<file path="src/rtl/aprx_fpu_pkg.sv">
// Shared types and constants for the transprecision FP adder sharing logic.
package aprx_fpu_pkg;

    // Format fields: sign / exponent / mantissa
    localparam int unsigned FP16ALT_EXP_W = 8;
    localparam int unsigned FP16ALT_MAN_W = 7;
    localparam int unsigned FP8_EXP_W     = 5;
    localparam int unsigned FP8_MAN_W     = 2;

    localparam int unsigned FP16ALT_W = 1 + FP16ALT_EXP_W + FP16ALT_MAN_W;
    localparam int unsigned FP8_W     = 1 + FP8_EXP_W + FP8_MAN_W;

    // Largest supported requester count; tag index is sized for it
    localparam int unsigned MAX_REQ = 8;

    // Index width for n requesters (at least one bit)
    function automatic int unsigned idx_w(input int unsigned n);
        return (n > 2) ? $clog2(n) : 1;
    endfunction

    localparam int unsigned IDX_W = idx_w(MAX_REQ);

    // One stage of the tag pipeline that shadows the shared adder
    typedef struct packed {
        logic             valid;
        logic [IDX_W-1:0] idx;
    } tag_t;

endpackage

</file>
<file path="src/rtl/aprx_add_arbiter_rr_arbiter.sv">
// Round-robin arbiter: one-hot grant to the first eligible index at or after ptr.
module rr_arbiter #(
    parameter int unsigned N = 4
) (
    input  logic         clk,
    input  logic         rst,
    input  logic [N-1:0] elig,
    input  logic         advance,
    output logic [N-1:0] grant_c
);

    localparam int unsigned PW = (N > 2) ? $clog2(N) : 1;

    logic [PW-1:0] ptr_q;
    logic [PW-1:0] ptr_d;
    logic [PW-1:0] win_c;
    logic [PW-1:0] pos_c;
    logic          found_c;

    // Search from ptr with wrap-around; ptr moves just past the winner
    always_comb begin
        grant_c = '0;
        win_c   = ptr_q;
        pos_c   = ptr_q;
        found_c = 1'b0;
        for (int unsigned k = 0; k < N; k++) begin
            pos_c = PW'((32'(ptr_q) + k) % N);
            if (!found_c && elig[pos_c]) begin
                found_c        = 1'b1;
                win_c          = pos_c;
                grant_c[pos_c] = 1'b1;
            end
        end
        ptr_d = ptr_q;
        if (advance && found_c) begin
            ptr_d = (32'(win_c) == N - 1) ? '0 : PW'(32'(win_c) + 32'd1);
        end
    end

    // Pointer register
    always_ff @(posedge clk or posedge rst) begin
        if (rst) begin
            ptr_q <= '0;
        end else begin
            ptr_q <= ptr_d;
        end
    end

endmodule

</file>
<file path="src/rtl/aprx_add_arbiter.sv">
// Shares one approximate FP adder among N_REQ requesters with per-requester
// response registers and a tag pipeline matched to the adder latency.
module aprx_add_arbiter
    import aprx_fpu_pkg::*;
#(
    parameter int unsigned N_REQ   = 4,
    parameter int unsigned SIZE    = FP16ALT_W,
    parameter int unsigned ADD_LAT = 0
) (
    input  logic                       clk,
    input  logic                       rst,
    input  logic [N_REQ-1:0]           req_valid,
    output logic [N_REQ-1:0]           req_ready,
    input  logic [N_REQ-1:0][SIZE-1:0] req_a,
    input  logic [N_REQ-1:0][SIZE-1:0] req_b,
    output logic [N_REQ-1:0]           rsp_valid,
    input  logic [N_REQ-1:0]           rsp_ready,
    output logic [N_REQ-1:0][SIZE-1:0] rsp_c,
    output logic [SIZE-1:0]            add_a,
    output logic [SIZE-1:0]            add_b,
    input  logic [SIZE-1:0]            add_c
);

    logic [N_REQ-1:0]           elig_c;
    logic [N_REQ-1:0]           grant_c;
    logic                       grant_any_c;
    logic [IDX_W-1:0]           gidx_c;
    logic [N_REQ-1:0]           busy_q, busy_d;
    logic [N_REQ-1:0]           rsp_valid_q, rsp_valid_d;
    logic [N_REQ-1:0][SIZE-1:0] rsp_q, rsp_d;
    logic [SIZE-1:0]            add_a_q, add_a_d;
    logic [SIZE-1:0]            add_b_q, add_b_d;
    tag_t                       tag_q [0:ADD_LAT];
    tag_t                       tag_d [0:ADD_LAT];

    // A requester with a result outstanding is never granted again
    assign elig_c      = req_valid & ~busy_q;
    assign grant_any_c = |grant_c;

    rr_arbiter #(
        .N (N_REQ)
    ) u_rr (
        .clk     (clk),
        .rst     (rst),
        .elig    (elig_c),
        .advance (grant_any_c),
        .grant_c (grant_c)
    );

    assign req_ready = rst ? '0 : grant_c;
    assign rsp_valid = rsp_valid_q;
    assign rsp_c     = rsp_q;
    assign add_a     = add_a_q;
    assign add_b     = add_b_q;

    // One-hot grant to index for the issue tag
    always_comb begin
        gidx_c = '0;
        for (int unsigned i = 0; i < N_REQ; i++) begin
            if (grant_c[i]) begin
                gidx_c = IDX_W'(i);
            end
        end
    end

    // Issue, tag shift, busy tracking and response capture
    always_comb begin
        busy_d      = busy_q;
        rsp_valid_d = rsp_valid_q;
        rsp_d       = rsp_q;
        add_a_d     = add_a_q;
        add_b_d     = add_b_q;

        tag_d[0] = '{valid: grant_any_c, idx: gidx_c};
        for (int s = 1; s <= int'(ADD_LAT); s++) begin
            tag_d[s] = tag_q[s-1];
        end

        for (int unsigned i = 0; i < N_REQ; i++) begin
            if (grant_c[i]) begin
                add_a_d   = req_a[i];
                add_b_d   = req_b[i];
                busy_d[i] = 1'b1;
            end
            // Set and clear are exclusive: a slot only fills while busy and unconsumed
            if (rsp_valid_q[i] && rsp_ready[i]) begin
                busy_d[i]      = 1'b0;
                rsp_valid_d[i] = 1'b0;
            end
            if (tag_q[ADD_LAT].valid && (tag_q[ADD_LAT].idx == IDX_W'(i))) begin
                rsp_valid_d[i] = 1'b1;
                rsp_d[i]       = add_c;
            end
        end
    end

    // State registers; reset discards everything in flight
    always_ff @(posedge clk or posedge rst) begin
        if (rst) begin
            busy_q      <= '0;
            rsp_valid_q <= '0;
            rsp_q       <= '0;
            add_a_q     <= '0;
            add_b_q     <= '0;
            for (int s = 0; s <= int'(ADD_LAT); s++) begin
                tag_q[s] <= '0;
            end
        end else begin
            busy_q      <= busy_d;
            rsp_valid_q <= rsp_valid_d;
            rsp_q       <= rsp_d;
            add_a_q     <= add_a_d;
            add_b_q     <= add_b_d;
            for (int s = 0; s <= int'(ADD_LAT); s++) begin
                tag_q[s] <= tag_d[s];
            end
        end
    end

endmodule

</file>
<file path="config.mk">
export PLATFORM = sky130hd
export DESIGN_NAME = aprx_add_arbiter
export DESIGN_NICKNAME = d
export VERILOG_FILES = /design/src/rtl/aprx_fpu_pkg.sv /design/src/rtl/aprx_add_arbiter_rr_arbiter.sv /design/src/rtl/aprx_add_arbiter.sv
export SDC_FILE = /design/constraint.sdc
export NUM_CORES = 1
export LEC_CHECK = 0
export ABC_AREA = 1
export BUFFER_PORTS_ARGS = -buffer_cell sky130_fd_sc_hd__buf_2
export CAP_MARGIN = 10
export CORE_UTILIZATION = 48
export DETAILED_ROUTE_END_ITERATION = 16
export GPL_TIMING_DRIVEN = 1
export PLACE_DENSITY = 0.81
export SYNTH_ARGS = -nofsm -noshare
export SYNTH_HDL_FRONTEND = slang
export SYNTH_SLANG_ARGS = --single-unit
</file>
<file path="constraint.sdc">
create_clock -name clk -period 4 [get_ports clk]
set_input_delay 0.4 -clock clk [delete_from_list [all_inputs] [get_ports clk]]
set_output_delay 0.4 -clock clk [all_outputs]
set_load 0.1 [all_outputs]
</file>
==> metrics.md <==
| Metric | Value |
|---|---|
| Outcome | `complete, no violations` |
| Post-Place Setup Slack | `just over 0.7 ns` |
| CTS sink cnt | `roughly 110` |
| Largest net degree at the start of global routing | `52` |
| Setup WS post-layout | `0.292 ns` |
| Mux cell area share after synthesis | `0%` |
| Max Clock Skew | `roughly 0.015 ns` |
| Clock Tree Root | `clkbuf_16` |
| Post-synthesis compound-gate area fraction | `between 10% and 20%` |
| #FFs+latches synth | `around 110` |
| Tmin final | `around 3.7 ns` |
| Yosys synthesis warning count | `0` |
| Fin crit share | `roughly 93%` |
| Syn nets | `956` |
| Max cap viols | `0` |
| Total grt overflow | `0` |
| Min-Delay Path Class | `in2async` |
| Initial drt markers | `between 400 and 500` |
| Worst Hold Margin | `between 0.15 and 0.2 ns` |
| Adder-cell share of the synthesized area | `under 10%` |
| First-pass GRT wire length | `~27,000 µm` |
| Cell taking the most area after synthesis | `dfrtp_1` |
| Syn Inst Count | `794` |
| Async SR Flop Fraction | `100%` |
| Worst path top cell family by delay | `buffers and inverters` |
| CP bufs+invs | `5` |
| Layout cells sized above 1 | `between 30% and 40%` |
| TritonCTS Buffers | `9` |
| Vias in the first global route | `between 5,000 and 6,000` |
| Mapped cell area | `5920 µm²` |
| Chip Width | `between 100 and 150 µm` |
| Synth Area in XOR/XNOR | `less than 1%` |
| IO Count | `258` |
| I/O Buffers | `257` |
| Top FF cell, synth | `dfrtp_1` |
| CTS Buffer Depth | `2` |
| Gp weighted congestion | `0.947` |
| Critical path data arrival time | `3.31 ns` |
| Drt via density | `~5` |
| CTS tree | `built` |
| Fin. Hold Viols | `0` |
| Die Height | `between 100 and 150 µm` |
| Synth Area in Simple Gates | `about a third` |
| NumNets Final | `between 1,000 and 1,500` |
| Clock-pin slew on the worst setup and hold paths | `0.08 ns` |
| # DRC | `0` |
| Total negative setup slack | `0 ns` |
| Reg2reg start | `u_rr.ptr_q[1]` |
| ANT nets after route | `0` |
| Fill cells | `around 1,100` |
| Largest family of logic cells by synthesized area | `simple AND/OR/NAND/NOR gates` |
| Seq/Total Area, Yosys | `46.1%` |
| Crit path largest cell delay | `0.53 ns` |
| Slew Viols, Final | `0` |
| # Post-CTS Setup Buffers | `0` |
| Worst path cell trace | `inv_1 -> ha_1 -> inv_1 -> nand3_1 -> nand2_1 -> nand2_1 -> nor2_2 -> nand3_1 -> nand2_2 -> buf_4 -> inv_2 -> nor2_1 -> buf_2` |
| Synth top area cells | `dfrtp_1 46%, nand2_1 17%, o21ai_0 6.2%, a21oi_1 5.5%, inv_1 4.6%` |
| Netlist cell types | `21` |
| Post-synth EDFFs | `0` |
| Synth top area share | `between 40 and 50%` |
| Slowest stage cell, crit path | `dfrtp_1` |
| Startpoint types | `flip-flop` |
| Vias | `roughly 6,000` |
| Final wirelength | `16,800 µm` |
| Layout overhead on the synthesized area | `27.7%` |
| Critical setup path kind | `reg2out` |
| Core Rows | `40` |
| PostCTS Resize Cnt | `0` |
| Top cells by count, synth | `264 x nand2_1, 109 x dfrtp_1, 73 x o21ai_0` |
| Hold Buf Count CTS | `0` |
| Setup violations, final | `0` |
| Hpwl dp | `about 12,000 µm` |
| Drt pass-1 iters | `4` |
| Clk_lat worst skew | `about 0.35 ns` |
| Initial Util | `49.3%` |
| WP data required | `roughly 3.6 ns` |
| Total track usage | `a little over a quarter` |
| Top-count cell post-synth | `nand2_1` |
| Initial antenna violation count | `1` |
| RSZ-0062 raised after global routing | `no` |
| Crit path max fanout | `34` |
| WL/cell | `14.2 µm` |
| Critical path launch point | `u_rr.ptr_q[1]` |
| Avg Cell Area, Syn | `between 7 and 8 µm²` |
| Core Box Area | `12,000 µm²` |
| Crit end category | `output port` |
| Full die area | `~13,000 µm²` |
| H-tree levels | `3` |
| Max Fclk | `roughly 0.27 GHz` |
| Slew @ Worst Pin | `approximately 1.2 ns` |
| Worst slew margin | `a little over a fifth` |
## sequential cells by signal, summed over array words and instances (netlist names), named ones only
register / count
add_a: 16
add_b: 16
busy_q: 4
rsp_c: 64
rsp_valid: 4
tag_q: 3
u_rr.ptr_q: 1
## final timing paths
path | end | slack, ns | cells after the start
worst min register to register | add_a[8] | 0.48 | 2
max in group asynchronous | rsp_c[11] | 3.00 | 3
worst min-delay path | add_b[2] | 0.16 | 2
worst max-delay path | req_ready[3] | 0.29 | 13
worst max register to register | add_a[7] | 0.70 | 14
min in group clk | rsp_valid[3] | 0.24 | 2
## routing by layer
layer	global-route usage (%)	up-vias	share of wire, %
met4	11.1	0	3.2
met2	44.5	240	48
met1	33.7	2755	43
met3	5.57	38	6.6
met5	0	-	0
li1	-	2978	-
## placed cells by master (no fill, tap or decap), drive strengths merged
cell type | synthesis | final
clkbuf | 17 | 9
diode | 0 | 1
clkinv | 0 | 1
dfrtp | 109 | 109
nand2 | 279 | 279
o21ai | 73 | 73
nor2 | 48 | 48
nand3 | 58 | 58
nand3b | 32 | 32
buf | 26 | 265
bufinv | 0 | 2
clkinvlp | 0 | 1
xor2 | 1 | 1
nand4 | 1 | 1
inv | 77 | 78
ha | 8 | 8
a21oi | 65 | 65
## final cells by class
class | instances | area (µm²) | area share (%)
multi-input combinational | 565 | 2680 | 35.5
clock buffer | 9 | 225 | 2.98
tap | 147 | 184 | 2.43
clock inverter | 5 | 85.1 | 1.12
sequential | 109 | 2730 | 36.1
inverter | 77 | 297 | 3.92
timing repair buffer | 265 | 1360 | 18.0
antenna | 1 | 2.50 | 0.0331
## through the flow
stage	std cells	util, %	cell area [µm²]
2_1_floorplan	794	-	5920
3_3_place_gp	1163	60.4	7250
3_5_place_dp	1163	60.4	7250
4_1_cts	1177	62.9	7560
5_1_grt	1178	63.0	7560
6_report	1178	63.0	7560
## logic make-up (layout without fill, tap and decap cells)
logic type | Yosys count | after routing
compound gates | 138 | 138
xor+xnor | 1 | 1
fa+ha+maj | 8 | 8
buf+inv | 120 | 356
flops | 109 | 109
other cells | 0 | 1
simple gates | 418 | 418
## worst reg2reg max path: cells and delay by family, from the launching register on
kind / cells / cell delay [ns]
adder cells (fa/ha/maj): 1 / 0.41
buffers and inverters: 3 / 0.70
flip-flops: 1 / 0.53
AND/OR/NAND/NOR: 10 / 1.60
Power is not shown: default switching activity piles up to over one toggle a cycle in this logic, so the estimate is an artifact.
